===== config.mk =====
export PLATFORM = sky130hd
export DESIGN_NAME = inst_fetch_flat
export DESIGN_NICKNAME = d
export VERILOG_FILES = /design/src/rtl/inst_fetch_pkg.sv /design/src/rtl/inst_fetch_if.sv /design/src/rtl/inst_hold_buf.sv /design/src/rtl/inst_fetch.sv /design/src/flat_wrapper.sv
export SDC_FILE = /design/constraint.sdc
export NUM_CORES = 1
export LEC_CHECK = 0
export CAP_MARGIN = 20
export CORE_MARGIN = 4
export CORE_UTILIZATION = 25
export DETAILED_ROUTE_END_ITERATION = 12
export SLEW_MARGIN = 15
export SYNTH_ARGS = -nofsm -noshare
export SYNTH_HDL_FRONTEND = slang
export SYNTH_SLANG_ARGS = --single-unit

===== constraint.sdc =====
create_clock -name clk -period 3.83 [get_ports clk]
set_input_delay 0.766 -clock clk [delete_from_list [all_inputs] [get_ports clk]]
set_output_delay 0.766 -clock clk [all_outputs]
set_load 0.1 [all_outputs]

===== src/rtl/inst_fetch_pkg.sv =====
// Shared constants and types for the instruction-fetch slice: bus widths,
// reset PC, instruction alignment and the fetch-mode debug encoding.
package inst_fetch_pkg;

    localparam int ADDR_BUS    = 32;
    localparam int DATA_BUS    = 32;
    localparam int MEM_SEL_BUS = 4;

    localparam logic [31:0] INIT_PC         = 32'h0000_0000;
    localparam logic [31:0] INST_ALIGN_MASK = 32'hFFFF_FFFC;
    localparam logic [31:0] PC_STEP         = 32'd4;

    // What the fetch stage is doing this cycle, exported for debug/checkers.
    typedef enum logic [1:0] {
        FETCH_NORMAL   = 2'd0,
        FETCH_STALL    = 2'd1,
        FETCH_REDIRECT = 2'd2,
        FETCH_RESET    = 2'd3
    } fetch_mode_e;

endpackage


===== src/rtl/inst_fetch_if.sv =====
// Request/response bus between the fetch stage (master) and the synchronous
// instruction ROM (slave).
interface inst_fetch_if
    import inst_fetch_pkg::*;
#(
    parameter int ADDR_W = ADDR_BUS,
    parameter int DATA_W = DATA_BUS
);
    // Handshake: rom_en=1 is a read request for rom_addr in that cycle; the
    // word appears on rom_read_data exactly one cycle later, with no
    // backpressure. When rom_en=0 the ROM drives zero the following cycle.
    logic                   rom_en;
    logic [MEM_SEL_BUS-1:0] rom_write_en;
    logic [ADDR_W-1:0]      rom_addr;
    logic [DATA_W-1:0]      rom_write_data;
    logic [DATA_W-1:0]      rom_read_data;

    modport master (
        output rom_en,
        output rom_write_en,
        output rom_addr,
        output rom_write_data,
        input  rom_read_data
    );

    modport slave (
        input  rom_en,
        input  rom_write_en,
        input  rom_addr,
        input  rom_write_data,
        output rom_read_data
    );
endinterface


===== src/rtl/inst_hold_buf.sv =====
// Stall buffer for the fetched word: captures the ROM output on the first
// stall cycle and muxes it onto if_inst until the stall is released.
module inst_hold_buf #(
    parameter int DATA_W = 32
) (
    input  logic              clk,
    input  logic              rst_n,
    input  logic              hold_cycle,
    input  logic              rsp_valid,
    input  logic [DATA_W-1:0] rom_read_data,
    output logic [DATA_W-1:0] buf_inst,
    output logic              hold_valid
);
    logic [DATA_W-1:0] hold_inst;

    // The ROM zeroes its output once rom_en drops, so the word must be caught
    // on the first stall cycle; later stall cycles keep the captured copy.
    always_ff @(posedge clk or negedge rst_n) begin
        if (!rst_n) begin
            hold_valid <= 1'b0;
            hold_inst  <= '0;
        end else if (hold_cycle) begin
            if (!hold_valid && rsp_valid) begin
                hold_inst  <= rom_read_data;
                hold_valid <= 1'b1;
            end
        end else begin
            hold_valid <= 1'b0;
        end
    end

    assign buf_inst = hold_valid ? hold_inst : rom_read_data;

endmodule


===== src/rtl/inst_fetch.sv =====
// Instruction-fetch initiator: issues PCs to the synchronous ROM, tags the
// returned words and handles stall, branch and flush redirects.
module inst_fetch
    import inst_fetch_pkg::*;
#(
    parameter int                ADDR_W   = ADDR_BUS,
    parameter int                DATA_W   = DATA_BUS,
    parameter logic [ADDR_W-1:0] RESET_PC = ADDR_W'(INIT_PC)
) (
    input  logic              clk,
    input  logic              rst_n,
    input  logic              stall,
    input  logic              flush,
    input  logic [ADDR_W-1:0] flush_pc,
    input  logic              branch_en,
    input  logic [ADDR_W-1:0] branch_pc,
    inst_fetch_if.master      rom,
    output logic              if_valid,
    output logic [ADDR_W-1:0] if_pc,
    output logic [DATA_W-1:0] if_inst,
    output fetch_mode_e       dbg_mode,
    output logic              dbg_hold_valid
);
    localparam logic [ADDR_W-1:0] ALIGN_MASK = ~ADDR_W'(~INST_ALIGN_MASK);
    localparam logic [ADDR_W-1:0] STEP       = ADDR_W'(PC_STEP);

    logic [ADDR_W-1:0] pc;
    logic [ADDR_W-1:0] rsp_pc;
    logic              rsp_valid;

    logic              redirect;
    logic              hold_cycle;
    logic [ADDR_W-1:0] tgt;
    logic [ADDR_W-1:0] issue_addr;
    logic [DATA_W-1:0] buf_inst;

    // Flush beats stall and branch; a branch under stall is dropped because
    // decode has not consumed the branch instruction yet.
    assign redirect   = flush | (branch_en & ~stall);
    assign hold_cycle = stall & ~flush;
    assign tgt        = (flush ? flush_pc : branch_pc) & ALIGN_MASK;
    assign issue_addr = redirect ? tgt : pc;

    assign rom.rom_en         = rst_n & ~hold_cycle;
    assign rom.rom_addr       = issue_addr;
    assign rom.rom_write_en   = '0;
    assign rom.rom_write_data = '0;

    always_ff @(posedge clk or negedge rst_n) begin
        if (!rst_n) begin
            pc        <= RESET_PC;
            rsp_pc    <= '0;
            rsp_valid <= 1'b0;
        end else if (!hold_cycle) begin
            pc        <= issue_addr + STEP;
            rsp_pc    <= issue_addr;
            rsp_valid <= 1'b1;
        end
    end

    inst_hold_buf #(
        .DATA_W (DATA_W)
    ) u_hold_buf (
        .clk           (clk),
        .rst_n         (rst_n),
        .hold_cycle    (hold_cycle),
        .rsp_valid     (rsp_valid),
        .rom_read_data (rom.rom_read_data),
        .buf_inst      (buf_inst),
        .hold_valid    (dbg_hold_valid)
    );

    // The ROM output is not cleared by reset, so gate it while rst_n is low.
    assign if_valid = rsp_valid & ~redirect;
    assign if_pc    = rsp_pc;
    assign if_inst  = rst_n ? buf_inst : '0;

    always_comb begin
        dbg_mode = FETCH_NORMAL;
        if (!rst_n)         dbg_mode = FETCH_RESET;
        else if (redirect)  dbg_mode = FETCH_REDIRECT;
        else if (stall)     dbg_mode = FETCH_STALL;
    end

endmodule


===== src/flat_wrapper.sv =====
// flat-port wrapper written by rule: the top's interface ports become plain ports
module inst_fetch_flat import inst_fetch_pkg::*;
#(
    parameter int                ADDR_W   = ADDR_BUS,
    parameter int                DATA_W   = DATA_BUS,
    parameter logic [ADDR_W-1:0] RESET_PC = ADDR_W'(INIT_PC)
)
  (clk, rst_n, stall, flush, flush_pc, branch_en, branch_pc, if_valid, if_pc, if_inst, dbg_mode, dbg_hold_valid, rom_rom_en, rom_rom_write_en, rom_rom_addr, rom_rom_write_data, rom_rom_read_data);
  inst_fetch_if #(.ADDR_W(ADDR_W), .DATA_W(DATA_W)) rom_i ();
  input  logic clk;
  input  logic rst_n;
  input  logic stall;
  input  logic flush;
  input  logic [ADDR_W-1:0] flush_pc;
  input  logic branch_en;
  input  logic [ADDR_W-1:0] branch_pc;
  output logic if_valid;
  output logic [ADDR_W-1:0] if_pc;
  output logic [DATA_W-1:0] if_inst;
  output fetch_mode_e dbg_mode;
  output logic dbg_hold_valid;
  output wire logic [$bits(rom_i.rom_en)-1:0] rom_rom_en;
  output wire logic [$bits(rom_i.rom_write_en)-1:0] rom_rom_write_en;
  output wire logic [$bits(rom_i.rom_addr)-1:0] rom_rom_addr;
  output wire logic [$bits(rom_i.rom_write_data)-1:0] rom_rom_write_data;
  input wire logic [$bits(rom_i.rom_read_data)-1:0] rom_rom_read_data;
  assign rom_rom_en = rom_i.rom_en;
  assign rom_rom_write_en = rom_i.rom_write_en;
  assign rom_rom_addr = rom_i.rom_addr;
  assign rom_rom_write_data = rom_i.rom_write_data;
  assign rom_i.rom_read_data = rom_rom_read_data;
  inst_fetch #(.ADDR_W(ADDR_W), .DATA_W(DATA_W), .RESET_PC(RESET_PC)) u_core (.clk(clk), .rst_n(rst_n), .stall(stall), .flush(flush), .flush_pc(flush_pc), .branch_en(branch_en), .branch_pc(branch_pc), .rom(rom_i), .if_valid(if_valid), .if_pc(if_pc), .if_inst(if_inst), .dbg_mode(dbg_mode), .dbg_hold_valid(dbg_hold_valid));
endmodule

# == Word-level counts from Yosys, hierarchy flattened ==
# Index checks and enable logic that the tools add are counted.
# Widths: inputs -> output; s select.
# op_classes
add_sub_neg,1
eq_ne,1
muxes,9
bitwise_logic,9
reduce_logical,3
# op_table
op,n
$mux 32,4
$add 32x3->32 const B,1
$and 1x1->1,4
$mux 2,2
$not 1->1,4
$mux 1,3
$ne 2x2->1 const B,1
$reduce_and 2->1,1
$logic_and 1x1->1,1
$logic_not 1->1,1
$or 1x1->1,1
# totals
register_bits,98
input_bits,101
output_inout_bits,137
wordCells,28

# == Longest topological paths before layout ==
# Gate-level depths: netlist of run 1.
# logic_depth
ltp_word,5
ltp_mapped,10
ltp_nobuf,8

# == Modules after synthesis ==
# From an unflattened synthesis of run 1, not the netlist that was laid out.
# hier_totals
cells_unflattened,647
area_unflattened_um2,6286.0
# by_module_without_submodules
mod,instances,cells_per_inst,area_each_um2
inst_fetch,1,541,4545.6
inst_hold_buf,1,106,1740.4

# == Least setup slack after synthesis of run 1 ==
# No wires, ideal clock.
# synth_path
path_kind,input port to flip-flop
from,input stall
to,register u_core.pc[31]
arrival_ns,4.937
slack_ns,-1.192
cell_stages,9
path_buffers,3
cell_sequence,nand2b_1 -> buf_6 -> buf_6 -> buf_2 -> mux2i_1 -> o21ai_0 -> nand3_1 -> or4_1 -> a31oi_1
# synth_via
elab_chain_len,5
word_cells_on_any_way,6
# synth_rtl
element,line,text
"start, declared",flat_wrapper.sv:12,input logic stall;
$not 1->1,inst_fetch.sv:39,assign redirect = flush | (branch_en & ~stall);
$and 1x1->1,inst_fetch.sv:39,
$or 1x1->1,inst_fetch.sv:39,
$mux 32,inst_fetch.sv:42,assign issue_addr = redirect ? tgt : pc;
via rom_rom_addr[28],flat_wrapper.sv:24,output wire logic [$bits(rom_i.rom_addr)-1:0] rom_rom_addr;
$add 32x3->32,inst_fetch.sv:55,pc <= issue_addr + STEP;
"end signal, assigned",inst_fetch.sv:55,
"end, declared",inst_fetch.sv:27,logic [ADDR_W-1:0] pc;
# The timed path passes the listed nets, and every way through them passes these cells.
# A chain may end at the register's enable or synchronous reset.

# == Worst setup path after layout of run 1 ==
# layout_path
from,input branch_en
to,output rom_rom_addr[31]
# layout_via
elab_chain_len,3
# layout_rtl
element,line,text
"start, declared",flat_wrapper.sv:15,input logic branch_en;
$and 1x1->1,inst_fetch.sv:39,
$or 1x1->1,inst_fetch.sv:39,
$mux 32,inst_fetch.sv:42,
"end, declared",flat_wrapper.sv:24,
# No other way between the ends.

==> out/metrics.yaml, run 1 <==
ys_seq_elements: 96
grt_overflow_total: 0
portBuffers: 197
routed_wl_um: 19300
path_cells: "clkdlybuf4s50_1 > nand2b_1 > buf_12 > buf_4 > mux2i_1 > o21ai_1 > buf_12"
grt_max_degree: 86
first_iter_violations: 245
slowest_stage: "clkdlybuf4s50_1"
synthToLayoutAreaGrowth_pct: 52.7
path_max_fanout: 17
slew_headroom: 0.301
dominantRegCellSynth: "dfrtp_1"
syn_area_um2: 5840
arrival_ns: 2.76
via_per_inst: 4.46
drcViolationCount: 0
r2r-start: "u_core.pc[11]"
maxCapViolCount: 0
syn_avg_cell_area_um2: 9.34
cts_root_buffer: "clkbuf_16"
power_density_nw_per_um2: 464
final_area_um2: 8920
fp.dieW_um: 161
clk_latency_ns: 0.36
crit_required_ns: 3.06
num-fill-cells: 2289
dieArea_um2: 25900
final_core_util: 0.391
reg2reg_slack_ns: 1.37
max_stage_delay_ns: 0.61
synth_edf_count: 0
floorplan.initialDensity: 0.256
netlist-cell-type-count: 53
postPlaceCellArea_um2: 8610
cp_common_cell: "buf_12"
wl_per_cell_um: 16.8
numCtsBuffers: 9
rr_endpoint: "u_core.pc[31]"
yosysWarnings: 0
hold_viol_final: 0
fmax_mhz: 284
grt_usage: 0.144
reg2regPathDepth: 8
ios: 238
cp-start-kind: "primary input"
top_layer_used: "met5"
fin_crit_sh: 0.920
wl_met1_um: 8940
htreeDepth: 3
chipHeight_um: 161
skew_ns: 0.00871
dr.pass1.iters: 4
drive_gt1_frac: 0.250
async_reset_ff_frac: 1.00
postCtsResizedCells: 0
irDropWorstVdd_v: 0.000218
clockBufferDepth: 2
clkTransAtPathRegs_ns: 0.07
synth_most_common_cell: "nand2_1"
wl_met2_um: 8810
fin_hold_ws_ns: 0.392
crit_type: "in -> out"
yosys-top-cells-count: "nand2_1 (132), dfrtp_1 (96), mux2i_1 (46)"
grt_pass1_vias: 5155
cts_tree: "built"
antenna_left: 0
num_rows: 55
hold_buffers: 0
antenna_found_initial: 1
maxSlewViolCount: 0
tightest_slew_ns: 1.05
worstHoldPathType: "in -> async"
rsz0062_at_grt: "no"
n_antenna_cell: 0
critPathCaptureType: "primary output"
cts_sinks: 96
seq_area_frac_synth: 0.411
synth_top_area_frac: 0.411
setup_viol: 0
route.met3.wl_um: 1220
post-cts-setup-buffers: 0
core_um2: 22800
grt_pass1_wl_um: 29700
p_leak_nw: 3.82
post-route-min-period_ns: 3.53
place_hpwl_um: 14200
vias: 5116
yosys-top-cells-area: "dfrtp_1 (41%), nand2_1 (8.5%), mux2i_1 (7.9%)"
final_nets: 932
finalWeightedCongestion: 0.833
yosysTopAreaCell: "dfrtp_1"
status: "complete, no violations"
synth_cells: 625
## cell families (layout without fill, tap and decap cells)
logic type | after synthesis | in the layout | share of synthesized area
AOI/OAI and AO/OA | 67 | 67 | 0.0831
xor gates and xnor gates | 22 | 22 | 0.0330
DFF | 96 | 96 | 0.411
adders and majority gates | 1 | 1 | 0.00214
buffers and inverters | 86 | 261 | 0.0865
muxes | 78 | 78 | 0.141
and+or+nand+nor | 274 | 274 | 0.243
other | 1 | 36 | 0.000642
## stage by stage
step           setup TNS (ns)  total power, mW  setup WS [ns]  instances
4_1_cts                     0             4.18          0.320       1148
2_1_floorplan          -0.270             2.62         -0.270        660
3_3_place_gp                0             3.18         0.0961       1132
3_5_place_dp                0             3.19         0.0414       1132
6_report                    0             4.14          0.305       1148
5_1_grt                     0             4.32          0.211       1148
## critical path: cells and delay by family
kind / cells / cell delay [ns]
AND/OR/NAND/NOR: 1 / 0.14
buffers and inverters: 4 / 1.25
AO/OA/AOI/OAI: 1 / 0.46
multiplexers: 1 / 0.13
## placed cells by master, fill, tap and decap left out, types with 6 or more instances in the layout
cell type,netlist,routed
o21ai_0,26,23
buf_4,40,71
clkdlybuf4s50_1,0,126
nor3_1,9,9
nor4b_1,8,8
nand3_1,7,7
nor2_1,25,23
dfrtp_1,96,95
and2_1,10,10
nand4_1,7,7
mux2i_1,46,46
and3b_1,7,7
a311o_1,8,8
inv_1,8,8
xnor2_1,18,18
mux2_2,32,32
nor2b_2,1,30
buf_12,0,39
a211oi_1,6,6
conb_1,1,36
nor4bb_1,9,9
nand2_1,132,132
clkbuf_16,0,9
## registers in the layout, indices dropped and copies added (netlist names)
register / count
u_core.if_pc: 32
u_core.pc: 30
u_core.rsp_valid: 1
u_core.u_hold_buf.hold_inst: 32
u_core.u_hold_buf.hold_valid: 1
## worst max path at each step
stage               from               end  slack (ns)  cells past startpoint
4_1_cts        branch_en  rom_rom_addr[31]        0.32                      7
3_3_place_gp   branch_en     u_core.pc[31]         0.1                      8
5_1_grt        branch_en     u_core.pc[31]        0.21                      9
2_1_floorplan      stall     u_core.pc[31]       -0.27                      9
3_5_place_dp   branch_en     u_core.pc[31]        0.04                      8
6_report       branch_en  rom_rom_addr[31]        0.30                      7
## power by group
part / switching (mW) / internal [mW]
Sequential: 0.0852 / 1.16
Combinational: 1.34 / 0.579
Clock: 0.452 / 0.522
Total: 1.87 / 2.26
## area by class of cell
class | instances | area, µm² | share of cell area
multi-input cells | 478 | 3200 | 0.359
clock buffers | 9 | 225 | 0.0253
well taps | 313 | 392 | 0.0439
flip-flops and latches | 96 | 2400 | 0.270
inverters | 8 | 30.0 | 0.00337
clock inverters | 7 | 83.8 | 0.00940
repair buffers | 237 | 2580 | 0.289
## metal layers
metal  track usage  up-vias
met5             0        -
met4        0.0357        2
met2         0.231      151
met1         0.195     2460
met3        0.0393       19
li1              -     2484
No activity file was read; power rests on OpenSTA's default activity.
==> inputs of run 2 (changes only) <==
--- a/config.mk
+++ b/config.mk
@@ -7,7 +7,7 @@
 export LEC_CHECK = 0
 export CAP_MARGIN = 20
 export CORE_MARGIN = 4
-export CORE_UTILIZATION = 25
+export CORE_UTILIZATION = 32
 export DETAILED_ROUTE_END_ITERATION = 12
 export SLEW_MARGIN = 15
 export SYNTH_ARGS = -nofsm -noshare
==> run 2 against run 1 <==
Effect of this change:
- routed wire length down 5.6%
- final cell count down 7.0%
- via count up 0.66%
- first-iteration DRC count down 14%
- clock-buffer cell count up 1
- highest routed layer unchanged
==> out/metrics.yaml, run 2 (same netlist as run 1, synthesis figures left out) <==
fin_cells: 1068
critPathCaptureType: "primary output"
path_cells: "clkdlybuf4s50_1 > nand2b_1 > buf_4 > buf_4 > mux2i_1 > o21ai_1 > buf_12"
floorplan.initialDensity: 0.325
hold_viol_final: 0
synthToLayoutAreaGrowth_pct: 50.7
slew_headroom: 0.309
pre_cts_slack_ns: 0.00452
p_leak_nw: 3.83
reg2reg_slack_ns: 1.44
fin_ws_ns: 0.299
clkTransAtPathRegs_ns: 0.06
post-cts-setup-buffers: 0
power_density_nw_per_um2: 464
ios: 238
via_per_inst: 4.82
antenna_found_initial: 2
grt_usage: 0.178
slowest_stage: "clkdlybuf4s50_1"
tightest_slew_ns: 1.03
routed_wl_um: 18200
dieArea_um2: 20500
post-route-min-period_ns: 3.53
cts_root_buffer: "clkbuf_16"
wl_per_cell_um: 17.0
numCtsBuffers: 9
rsz0062_at_grt: "no"
portBuffers: 197
postPlaceCellArea_um2: 8500
cts_tree: "built"
first_iter_violations: 210
crit_required_ns: 3.06
clockBufferDepth: 2
regArea_um2: 2400
fp.dieW_um: 143
place_inst: 1051
final_core_util: 0.490
grt_pass1_wl_um: 29200
final_common_cell: "nand2_1"
path_max_fanout: 15
htreeDepth: 3
layout_common_cells: "nand2_1 (132), clkdlybuf4s50_1 (126), dfrtp_1 (95), buf_4 (76), mux2i_1 (46)"
dr.pass1.iters: 4
final_area_um2: 8800
fin_crit_sh: 0.922
worstHoldPathType: "in -> async"
cts_sinks: 96
maxSlewViolCount: 0
crit_type: "in -> out"
cp_common_cell: "buf_4"
antenna_left: 0
clk_latency_ns: 0.35
status: "complete, no violations"
finalSetupTns_ns: 0
final_nets: 935
fmax_mhz: 283
num-fill-cells: 1657
arrival_ns: 2.77
cp-start-kind: "primary input"
grt_overflow_total: 0
finalWeightedCongestion: 0.847
vias: 5150
drive_gt1_frac: 0.253
hold_buffers: 0
grt_max_degree: 86
skew_ns: 0.00832
drcViolationCount: 0
maxCapViolCount: 0
postCtsResizedCells: 0
core_um2: 18000
chipHeight_um: 143
num_rows: 49
max_stage_delay_ns: 0.62
place_hpwl_um: 13800
setup_viol: 0
multi_input_area_um2: 3200
irDropWorstVdd_v: 0.000274
grt_pass1_vias: 5418
==> run 2: cell types whose count changed in the layout (fill, tap and decap cells not counted), sizes merged <==
cell and delta:
clkinv +5, inv -5, clkinvlp -1, clkbuf +1, diode +1, buf +3
==> run 2: path summary, 6_finish.rpt <==
kind | startpoint | endpoint | cells past startpoint
max | stall | rom_rom_addr[29] | 7
min | rst_n | u_core.u_hold_buf.hold_inst[0] | 1
max reg2reg | u_core.pc[11] | u_core.pc[31] | 8
min reg2reg | u_core.if_pc[23] | u_core.if_pc[23] | 2
max in group asynchronous | rst_n | u_core.if_pc[11] | 3
min in group clk | u_core.if_pc[23] | u_core.if_pc[23] | 2
==> run 2: layer usage <==
metal,global-route usage,share of wire,vias up
met5,0,0.00099,-
met4,0.0540,0.011,2
met3,0.0569,0.10,13
met2,0.290,0.48,186
met1,0.226,0.41,2462
li1,-,-,2487
==> run 2: area by class of cell <==
class | instances | share of cell area
tap | 229 | 0.0326
multi-input combinational | 478 | 0.364
timing repair buffer | 240 | 0.293
inverter | 8 | 0.00341
clock inverter | 6 | 0.00668
antenna | 1 | 0.000284
clock buffer | 10 | 0.0272
sequential | 96 | 0.273
==> run 2: critical path, delay by kind of cell <==
kind                   cells  cell delay (ns)
buffers and inverters      4             1.26
muxes                      1             0.11
and+or+nand+nor            1             0.19
AOI/OAI and AO/OA          1             0.43
==> run 2: through the flow <==
step	power, mW	hold slack, ns
floorplan	2.62	0.438
global placement	3.17	0.453
detailed placement	3.19	0.456
CTS	4.13	0.444
global route	4.28	0.479
finish	4.09	0.437
==> run 2: where the power goes <==
group / total (mW) / internal [mW] / switching, mW / leakage (nW)
Clock: 0.925 / 0.521 / 0.404 / 0.152
Combinational: 1.91 / 0.579 / 1.33 / 2.53
Sequential: 1.25 / 1.16 / 0.0893 / 1.15
Total: 4.09 / 2.26 / 1.83 / 3.83
